==> src/rtl/mips_pkg.sv <==
// Shared MIPS pipeline constants, opcode encodings and
// saturating-counter helpers used by the branch predictor.
package mips_pkg;

   localparam int ADDR_W_DEF = 30;
   localparam int CNT_W_MAX  = 4;

   localparam logic [5:0] OP_RTYPE = 6'h00;
   localparam logic [5:0] OP_J     = 6'h02;
   localparam logic [5:0] OP_JAL   = 6'h03;
   localparam logic [5:0] OP_BEQ   = 6'h04;
   localparam logic [5:0] OP_BNE   = 6'h05;
   localparam logic [5:0] FN_JR    = 6'h08;
   localparam logic [5:0] FN_JALR  = 6'h09;

   // w is the live counter width; upper bits of c are zero
   function automatic logic [CNT_W_MAX-1:0] sat_inc(
      input logic [CNT_W_MAX-1:0] c,
      input int unsigned          w
   );
      logic [CNT_W_MAX-1:0] mx;
      mx = CNT_W_MAX'((1 << w) - 1);
      return (c >= mx) ? mx : c + 1'b1;
   endfunction

   function automatic logic [CNT_W_MAX-1:0] sat_dec(
      input logic [CNT_W_MAX-1:0] c
   );
      return (c == '0) ? '0 : c - 1'b1;
   endfunction

endpackage

==> src/rtl/btb_sat_counter.sv <==
// CNT_W-bit saturating up/down counter with synchronous
// load; one instance per BTB entry.
module btb_sat_counter
   import mips_pkg::*;
#(
   parameter int CNT_W = 2
) (
   input  logic             clk,
   input  logic             rst,
   input  logic             load,
   input  logic [CNT_W-1:0] load_val,
   input  logic             inc,
   input  logic             dec,
   output logic [CNT_W-1:0] cnt
);

   logic [CNT_W_MAX-1:0] wide;

   assign wide = CNT_W_MAX'(cnt);

   always_ff @(posedge clk) begin
      if (rst) begin
         cnt <= '0;
      end else if (load) begin
         cnt <= load_val;
      end else if (inc) begin
         cnt <= CNT_W'(sat_inc(wide, CNT_W));
      end else if (dec) begin
         cnt <= CNT_W'(sat_dec(wide));
      end
   end

endmodule

==> src/rtl/btb_predictor.sv <==
// Direct-mapped BTB with per-entry saturating direction counters.
// Define BTB_STATS_EN to add lookup/update/mispredict counters.
module btb_predictor
   import mips_pkg::*;
#(
   parameter int ADDR_W  = ADDR_W_DEF,
   parameter int ENTRIES = 16,
   parameter int CNT_W   = 2
) (
   input  logic              clk,
   input  logic              rst,
   input  logic              flush,
   input  logic [ADDR_W-1:0] lk_pc,
   output logic              lk_hit,
   output logic              lk_taken,
   output logic [ADDR_W-1:0] lk_target,
   input  logic              upd_valid,
   input  logic [ADDR_W-1:0] upd_pc,
   input  logic              upd_taken,
   input  logic [ADDR_W-1:0] upd_target,
   input  logic              upd_pred_taken,
   input  logic [ADDR_W-1:0] upd_pred_target,
   output logic              upd_mispredict
`ifdef BTB_STATS_EN
   ,
   output logic [31:0]       stat_lookups,
   output logic [31:0]       stat_updates,
   output logic [31:0]       stat_mispredicts
`endif
);

   localparam int IDX_W = $clog2(ENTRIES);
   localparam int TAG_W = ADDR_W - IDX_W;

   if (ENTRIES < 2 || ENTRIES > 256 ||
       (ENTRIES & (ENTRIES - 1)) != 0) begin : g_bad_entries
      $error("btb_predictor: ENTRIES must be a power of two in 2..256");
   end
   if (CNT_W < 1 || CNT_W > CNT_W_MAX) begin : g_bad_cnt
      $error("btb_predictor: CNT_W must be in 1..4");
   end
   if (ADDR_W <= IDX_W) begin : g_bad_addr
      $error("btb_predictor: ADDR_W must exceed index width");
   end

   logic [ENTRIES-1:0] valid;
   logic [TAG_W-1:0]   tag    [ENTRIES];
   logic [ADDR_W-1:0]  target [ENTRIES];
   logic [CNT_W-1:0]   cnt    [ENTRIES];

   logic [IDX_W-1:0] li;
   logic [IDX_W-1:0] ui;
   logic [TAG_W-1:0] ut;
   logic             u_hit;
   logic             upd_en;

   assign li = lk_pc[IDX_W-1:0];
   assign ui = upd_pc[IDX_W-1:0];
   assign ut = upd_pc[ADDR_W-1:IDX_W];

   assign lk_hit    = valid[li] && (tag[li] == lk_pc[ADDR_W-1:IDX_W]);
   assign lk_taken  = lk_hit && cnt[li][CNT_W-1];
   assign lk_target = lk_hit ? target[li] : '0;

   assign u_hit  = valid[ui] && (tag[ui] == ut);
   assign upd_en = upd_valid && !flush;

   assign upd_mispredict = upd_valid &&
      ((upd_taken != upd_pred_taken) ||
       (upd_taken && (upd_target != upd_pred_target)));

   // Taken hit and taken miss both write tag/target and set valid
   always_ff @(posedge clk) begin
      if (rst) begin
         valid <= '0;
         for (int e = 0; e < ENTRIES; e++) begin
            tag[e]    <= '0;
            target[e] <= '0;
         end
      end else if (flush) begin
         valid <= '0;
      end else if (upd_valid && upd_taken) begin
         valid[ui]  <= 1'b1;
         tag[ui]    <= ut;
         target[ui] <= upd_target;
      end
   end

   for (genvar e = 0; e < ENTRIES; e++) begin : g_cnt
      logic sel;
      assign sel = upd_en && (ui == IDX_W'(e));
      btb_sat_counter #(.CNT_W(CNT_W)) u_cnt (
         .clk      (clk),
         .rst      (rst),
         .load     (sel && !u_hit && upd_taken),
         .load_val (CNT_W'(1 << (CNT_W - 1))),
         .inc      (sel && u_hit && upd_taken),
         .dec      (sel && u_hit && !upd_taken),
         .cnt      (cnt[e])
      );
   end

`ifdef BTB_STATS_EN
   always_ff @(posedge clk) begin
      if (rst) begin
         stat_lookups     <= '0;
         stat_updates     <= '0;
         stat_mispredicts <= '0;
      end else begin
         if (lk_hit)         stat_lookups     <= stat_lookups + 1'b1;
         if (upd_valid)      stat_updates     <= stat_updates + 1'b1;
         if (upd_mispredict) stat_mispredicts <= stat_mispredicts + 1'b1;
      end
   end
`endif

endmodule

==> config.mk <==
export PLATFORM = sky130hd
export DESIGN_NAME = btb_predictor
export DESIGN_NICKNAME = d
export VERILOG_FILES = /design/src/rtl/mips_pkg.sv /design/src/rtl/btb_sat_counter.sv /design/src/rtl/btb_predictor.sv
export SDC_FILE = /design/constraint.sdc
export NUM_CORES = 1
export LEC_CHECK = 0
export CORE_UTILIZATION = 50
export CTS_CLUSTER_DIAMETER = 150
export DETAILED_ROUTE_END_ITERATION = 8
export GPL_TIMING_DRIVEN = 0
export PLACE_DENSITY = 0.74
export REMOVE_ABC_BUFFERS = 1
export SETUP_SLACK_MARGIN = 0.3
export SYNTH_ARGS = -nofsm -noshare
export SYNTH_HDL_FRONTEND = slang
export SYNTH_SLANG_ARGS = --single-unit
==> constraint.sdc <==
create_clock -name clk -period 19.6 [get_ports clk]
set_clock_uncertainty 0.1 [all_clocks]
set_input_delay 5.88 -clock clk [delete_from_list [all_inputs] [get_ports clk]]
set_output_delay 5.88 -clock clk [all_outputs]
set_load 0.01 [all_outputs]
==> Word-level counts from Yosys, hierarchy flattened <==
Memories as Yosys holds them, arrays and structs flattened.
Cells that the tools add are included.
Widths: inputs -> output; s select.
{ "classes": {"reduce_logical": 176, "n_eq_ne": 19, "n_mux": 102, "bitwise_logic": 2, "addsub": 32, "magnitude_cmp": 20} }
{ "ops": {"columns": ["op", "n"], "rows": [
  ["$mux 2", 82],
  ["$logic_and 1x1->1", 104],
  ["$logic_not 4->1", 17],
  ["$mux 30", 2],
  ["$eq 26x26->1", 2],
  ["$reduce_bool 3->1", 16],
  ["$reduce_or 2->1", 17],
  ["$add 2x1->2 const B", 16],
  ["$eq 4x4->1 const B", 8],
  ["$ge 2x2->1 const B", 16],
  ["$reduce_bool 2->1", 16],
  ["$sub 2x1->2 const B", 16],
  ["$ne 30x30->1", 1],
  ["$reduce_or 30->1", 1],
  ["$mux 26", 1],
  ["$reduce_or 26->1", 1],
  ["$eq 4x3->1 const B", 4],
  ["$or 16x16->16", 1],
  ["$mux 1", 11],
  ["$lt 4x5->1 const B", 2],
  ["$bmux 1 s4", 2],
  ["$bmux 2 s4", 1],
  ["$eq 4x2->1 const B", 2],
  ["$mux 4", 2],
  ["8 further kinds", 10]
]} }
{ "totals": {"ramBits": 896, "ff_bits": 48, "word_cells": 386, "in_bits": 126, "mem_count": 2, "out_inout_bits": 33} }
{ "memory_table": {"columns": ["name", "depth", "width", "rd", "rd_clocked_by_memory_dff", "write_ports", "line", "text"], "rows": [
  ["target", 16, 30, 1, 0, 16, "btb_predictor.sv:48", "logic [ADDR_W-1:0] target [ENTRIES];"],
  ["tag", 16, 26, 2, 0, 16, "btb_predictor.sv:47", "logic [TAG_W-1:0] tag [ENTRIES];"]
]} }

==> Logic depth before layout (Yosys ltp) <==
Gate-level depths: netlist of the first run.
{ "logic_depth": {"depth_word": 8, "mapped_depth": 15, "depth_no_buf": 9} }

==> Cells and area by module <==
From an unflattened synthesis of the first run, not the netlist that was laid out.
{ "hier_totals": {"cells_unflattened": 3244, "hier_area_um2": 48104.9} }
{ "modules_own_cells": {"columns": ["mod", "area_per_inst_um2", "cells_per_inst", "instances"], "rows": [
  ["btb_predictor", 46183.0, 3036, 1],
  ["btb_sat_counter", 120.1, 13, 16]
]} }

==> Worst setup path before layout of the first run <==
Ideal clock, no wire load.
{ "synth_path": {"path_type": "input to output", "startpoint": "input port lk_pc[0]", "endpoint": "output port lk_target[0]", "arrival_time_ns": 8.669, "path_stages": 9, "required_ns": 13.620, "path_buffers": 3, "slack_ns": 4.951, "path_cell_list": "clkbuf_1 -> buf_1 -> mux4_2 -> mux4_2 -> xor2_1 -> nor4_1 -> nand4_1 -> clkbuf_1 -> nor2b_1"} }
{ "synth_between": {"elab_chain_cells": 4, "word_cells_on_any_way": 7} }
{ "synth_rtl": {"columns": ["item", "line", "text"], "rows": [
  ["from (decl)", "btb_predictor.sv:13", "input logic [ADDR_W-1:0] lk_pc,"],
  ["$mem_v2 16x26 / $bmux 1 s4 (equally long branches)", null, null],
  ["$eq 26x26->1 / $mux 1 (equally long branches)", "btb_predictor.sv:61", "assign lk_hit = valid[li] && (tag[li] == lk_pc[ADDR_W-1:IDX_W]);"],
  ["$logic_and 1x1->1", "btb_predictor.sv:61", null],
  ["$mux 30 *", "btb_predictor.sv:63", "assign lk_target = lk_hit ? target[li] : '0;"],
  ["to (decl)", "btb_predictor.sv:16", "output logic [ADDR_W-1:0] lk_target,"]
]} }
Mark *: on every way between the ends. The rest lies on a longest branch, timed or not. The select of a mux whose other input is x is not followed.

==> Worst setup path after layout of the first run <==
Same ends and word-level chain as after synthesis.

==> results.cfg, run 1 <==
[worst_setup_path]
path_max_fanout = 65
path_class = input pin to primary output
reg2reg_depth = 8
r2r_slack_ps = 15370
critical_path_required_ps = 13620
reg2reg_to = g_cnt[12].u_cnt.cnt[1]
cp-end-kind = primary output
startpoint_type = input pin
arrival_ps = 11940
rr_startpoint = tag[1][24]

[synthesis]
syn_avg_cell_area_um2 = 14.9
netlist_area_um2 = 47500
ys_seq_elements = 944
synth_mux_area_frac = 0.193
synth-compound-area-share = 0.0306
synthArstFlopShare = 0
yosys.area.top_type_share = 0.566
synth_area_leaders = edfxtp_1 57%, mux4_2 18%, and2_1 10%
synth_xor_xnor_area_share = 0.0164
synth_edf_count = 896
synthAdderAreaFrac = 0
synth_simple_gate_area_frac = 0.144
ys_seq_area_frac = 0.587
ys.flop_type = edfxtp_1
yosys.cell_types.count = 62
synthCells = 3197
yosysWarnings = 0
synth_top_cell_by_area = edfxtp_1
synth_top_family_by_area = multiplexers

[cts]
clock_latency_ps = 680
ctsResizeCount = 0
clock_sinks = 944
htreeDepth = 3
root_buffer = clkbuf_16
postCtsSetupRepairBufs = 0
path_clk_slew_ps = 60
postCtsHoldBufs = 0
cts_buffer_depth = 3
cts_buffers = 95
cts_tree = built

[grt]
gr-usage-all-layers = 0.304
grt_max_degree = 99
antenna_found_initial = 3
grt_pass1_vias = 30000
grt.overflow.total = 0
grt_pass1_wl_mm = 208

[layout]
layout.nets = 3390
drive_gt1_frac = 0.208
utilization = 0.589
area_growth_pct = 16.2
n_fill_cell = 6879
fin_area_um2 = 55200

[timing]
max_freq_mhz = 55.8
finalSetupTns_ps = 0
fin_crit_ps = 17920
hold_viol_final = 0
fin_crit_sh = 0.914
drv_slew = 0
relSlewSlack = 0.0567
setup_viol = 0
rsz0062_at_grt = false
tightest_slew_ps = 1410

[die]
rows = 112
initial_core_util = 0.507
die_area_um2 = 96200
core_um2 = 93700
die_h_um = 310
die_w_um = 310
io_pins = 159

[run_status]
outcome = finished clean

[detailed_routing]
vias = 30500
postRouteAntennaNets = 0
drtIter0Drc = 5063
route.detailed.drc = 0
firstDrtPassIters = 6
wire_per_inst_um = 31.6
wirelength_mm = 145
vias_per_cell = 6.65

[power]
peakVddDrop_v = 0.0000784
pwr_density_cell_nw_per_um2 = 85.6
finalPower_mw = 4.73
power.leakage_nw = 18.7

[run]
maxCapViolCount = 0

[hold_path]
min_from = valid[12]
min_path_type = flip-flop to flip-flop
min_to = valid[12]
hold_depth = 1

[place]
dpl-instance-area_um2 = 52000
io_buffers = 158
routabilityCongestion = 0.889
hpwl_mm = 92.7
worst max-delay path, stage by stage:
cell	delay (ps)
buf_8	410
buf_16	400
buf_16	430
mux4_2	570
mux4_2	520
xnor2_1	540
nand4_1	270
nor2_1	460
nand4_1	880
buf_8	450
nor2b_1	350
clkdlybuf4s50_1	620
routing by layer:
metal | part of all wire | global-route usage
met1 | 0.36 | 0.420
met2 | 0.46 | 0.462
met3 | 0.13 | 0.0728
met4 | 0.047 | 0.131
met5 | 0.00012 | 0.00303
how the worst max path moves through the flow:
stage | startpoint | endpoint | slack (ps) | cells after the start
floorplan | lk_pc[0] | lk_taken | 5240 | 6
CTS | lk_pc[0] | lk_target[0] | 1770 | 12
finish | lk_pc[0] | lk_target[0] | 1680 | 12
global placement | lk_pc[0] | lk_target[16] | -13870 | 10
detailed placement | lk_pc[0] | lk_target[0] | 1840 | 12
global route | lk_pc[0] | lk_target[0] | 1640 | 12
power breakdown:
group          switching (mW)  internal [mW]
clock                   0.793           1.07
combinational           0.282          0.231
sequential             0.0408           2.31
total                    1.12           3.61
per-stage QoR:
step           setup WS (ps)  cells  hold WS [ps]
4_1_cts                 1770   4591           376
3_3_place_gp          -13870   4294           354
3_5_place_dp            1840   4420           359
2_1_floorplan           5240   2882           338
5_1_grt                 1640   4592           399
6_report                1680   4595           377
synthesized netlist by cell type (48+ instances only):
library cell	n
nor4_1	70
dfxtp_1	48
mux4_2	372
xnor2_1	66
nand2_1	76
clkbuf_1	238
nor3_1	78
edfxtp_1	896
o21ai_0	66
a21oi_1	49
mux2i_1	67
and2_1	780
final cells by class:
type | instances | area [um2] | share of cell area
inverters | 15 | 57.6 | 0.00104
diodes | 3 | 7.51 | 0.000136
clock buffers | 114 | 2510 | 0.0455
well taps | 1254 | 1570 | 0.0284
multi-input cells | 1923 | 18500 | 0.336
clock inverters | 57 | 634 | 0.0115
flip-flops and latches | 944 | 27900 | 0.505
repair buffers | 285 | 4020 | 0.0729
registers in the layout (all words and copies together) (netlist names):
register and flops:
g_cnt.u_cnt.cnt 32, target 480, tag 416, valid 16
cell usage in the layout (no fill, tap or decap), types with 7 or more instances in the layout:
master / instances
edfxtp_1: 896
and2_1: 780
mux4_2: 372
clkdlybuf4s50_1: 148
clkbuf_16: 98
nand2_1: 73
nor3_1: 70
nor4_1: 70
mux2i_1: 67
xnor2_1: 66
o21ai_0: 51
a21oi_1: 49
dfxtp_1: 48
nor2b_1: 42
buf_12: 41
nor2_1: 39
buf_16: 39
buf_6: 36
clkinv_1: 30
xor2_1: 23
a21o_1: 22
o22ai_1: 16
clkbuf_1: 16
nand3_1: 15
o21ai_4: 15
nand4_1: 14
clkinv_2: 14
a22oi_1: 14
mux2_2: 12
bufinv_16: 12
buf_8: 12
nand2b_1: 10
a22o_1: 10
inv_1: 8
nor3_2: 8
nor2_4: 7
a31oi_1: 7
or4_1: 7
buf_4: 7
cell families after synthesis:
kind of cell	count (synthesis)
AND/OR/NAND/NOR	1156
flip-flops	944
AO/OA/AOI/OAI	227
XOR/XNOR	89
buffers and inverters	330
multiplexers	451
Note: power is estimated with default switching activity, not from simulation.
==> inputs of run 2 (changes only) <==
- CELL_PAD_IN_SITES_DETAIL_PLACEMENT: default -> 1
- CELL_PAD_IN_SITES_GLOBAL_PLACEMENT: default -> 1
- PLACE_DENSITY: 0.74 -> 0.84
==> results.cfg, run 2 (synthesis results as in run 1) <==
[run_status]
outcome = finished clean

[power]
pwr_density_cell_nw_per_um2 = 85.7
power.share.combinational = 0.113
sw_frac_of_total = 0.251
p_seq_frac = 0.500
peakVddDrop_v = 0.0000703
pwr-share-clk = 0.386
p_sw_mw = 1.18
power.internal_mw = 3.53
power.leakage_nw = 18.6

[layout]
layout_common_cells = 896 x edfxtp_1, 780 x and2_1, 372 x mux4_2
layout_commonest_cell = edfxtp_1
layout.nets = 3392
stdcell_count = 4598
largest_reg_flops = 480
regMostFlops = target
area_growth_pct = 15.9
drive_gt1_frac = 0.207
reg_top3 = target (480), tag (416), g_cnt.u_cnt.cnt (32)

[grt]
grt_pass1_wl_mm = 243
antenna_found_initial = 8
grt.overflow.total = 0
grt_max_degree = 97
gr-usage-all-layers = 0.359
grt_pass1_vias = 34200

[worst_setup_path]
arrival_ps = 11590
path_depth = 12
path_max_fanout = 63
cp.buffers_inverters = 5
reg2reg_to = g_cnt[1].u_cnt.cnt[1]
cp_cell_sequence = buf_8 -> buf_16 -> mux4_2 -> mux4_2 -> xnor2_1 -> nand4_1 -> nor3_1 -> nand4_1 -> buf_16 -> buf_8 -> nor2b_1 -> clkdlybuf4s50_1
slowest_delay_ps = 630
startpoint_type = input pin
cp-end-kind = primary output
path_class = input pin to primary output
startpoint = lk_pc[0]
cpMaxStageDelayCell = nor3_1
r2r_slack_ps = 14820
path_delay_family = buffers and inverters
critical_path_required_ps = 13620
reg2reg_depth = 9
rr_startpoint = tag[6][20]
crit_end = lk_target[25]

[detailed_routing]
firstDrtPassIters = 6
wire_per_inst_um = 37.2
postRouteAntennaNets = 0
vias_per_cell = 7.07
route.detailed.drc = 0
drtIter0Drc = 5151
wirelength_mm = 171
vias = 32500

[cts]
postCtsHoldBufs = 0
cts_tree = built
cts_buffers = 97
root_buffer = clkbuf_16
clock_sinks = 944
cts_buffer_depth = 3
clock_latency_ps = 720
path_clk_slew_ps = 70
ctsResizeCount = 0
htreeDepth = 3
postCtsSetupRepairBufs = 0

[hold_path]
min_path_type = flip-flop to flip-flop

[die]
die_area_um2 = 96200
rows = 112
core_um2 = 93700
die_w_um = 310
initial_core_util = 0.507
die_h_um = 310
io_pins = 159

[timing]
setup_viol = 0
hold_viol_final = 0
fin_crit_sh = 0.897
max_freq_mhz = 56.9
finalSetupTns_ps = 0
rsz0062_at_grt = false
fin_crit_ps = 17570
drv_slew = 0
relSlewSlack = 0.0563
tightest_slew_ps = 1410

[place]
hpwl_mm = 110
routabilityCongestion = 0.863
io_buffers = 158
dp_cells = 4420

[run]
maxCapViolCount = 0
-- run 2: cell types whose count changed in the layout (fill, tap and decap cells not counted), sizes merged --
| cell | previous run | this run |
|---|---|---|
| diode | 3 | 8 |
| clkbuf | 114 | 130 |
| clkinv | 47 | 39 |
| bufinv | 12 | 4 |
| clkinvlp | 3 | 1 |
-- run 2: worst min-delay path by stage --
| stage | from | end | slack, ps | cells past startpoint |
|---|---|---|---|---|
| after floorplan | valid[15] | valid[15] | 340 | 1 |
| after global placement | valid[4] | valid[4] | 350 | 1 |
| after detailed placement | valid[14] | valid[14] | 370 | 1 |
| after CTS | valid[1] | valid[1] | 400 | 1 |
| after global routing | valid[7] | valid[7] | 420 | 1 |
| final | valid[7] | valid[7] | 400 | 1 |
-- run 2: through the flow --
step | hold WS, ps | instance area (um2) | utilization | total power, mW | worst slack [ps]
6_report | 402 | 55000 | 0.587 | 4.71 | 2030
3_5_place_dp | 368 | 52000 | 0.554 | 2.91 | 2310
4_1_cts | 401 | 55000 | 0.586 | 4.70 | 2260
5_1_grt | 419 | 55000 | 0.587 | 4.79 | 2050
3_3_place_gp | 346 | 49300 | 0.526 | 2.96 | -14330
2_1_floorplan | 338 | 46200 | - | 2.63 | 5240
-- run 2: area by class of cell --
class,count,area (um2)
diodes,8,20.0
clock buffers,130,2630
clock inverters,39,372
fillers,8450,38700
inverters,15,57.6
multi-input cells,1923,18500
flip-flops and latches,944,27900
well taps,1254,1570
repair buffers,285,3970
-- run 2: per-layer routing --
layer,share of wire,track usage
met5,0.00013,0
met4,0.062,0.198
met3,0.12,0.0913
met2,0.47,0.566
met1,0.35,0.456
-- run 2: power groups by stage --
stage,Sequential [mW],Combinational [mW],Clock (mW)
floorplan,2.38,0.247,0
global placement,2.41,0.546,0
detailed placement,2.39,0.514,0
finish,2.36,0.534,1.82
global route,2.36,0.545,1.88
CTS,2.36,0.522,1.82
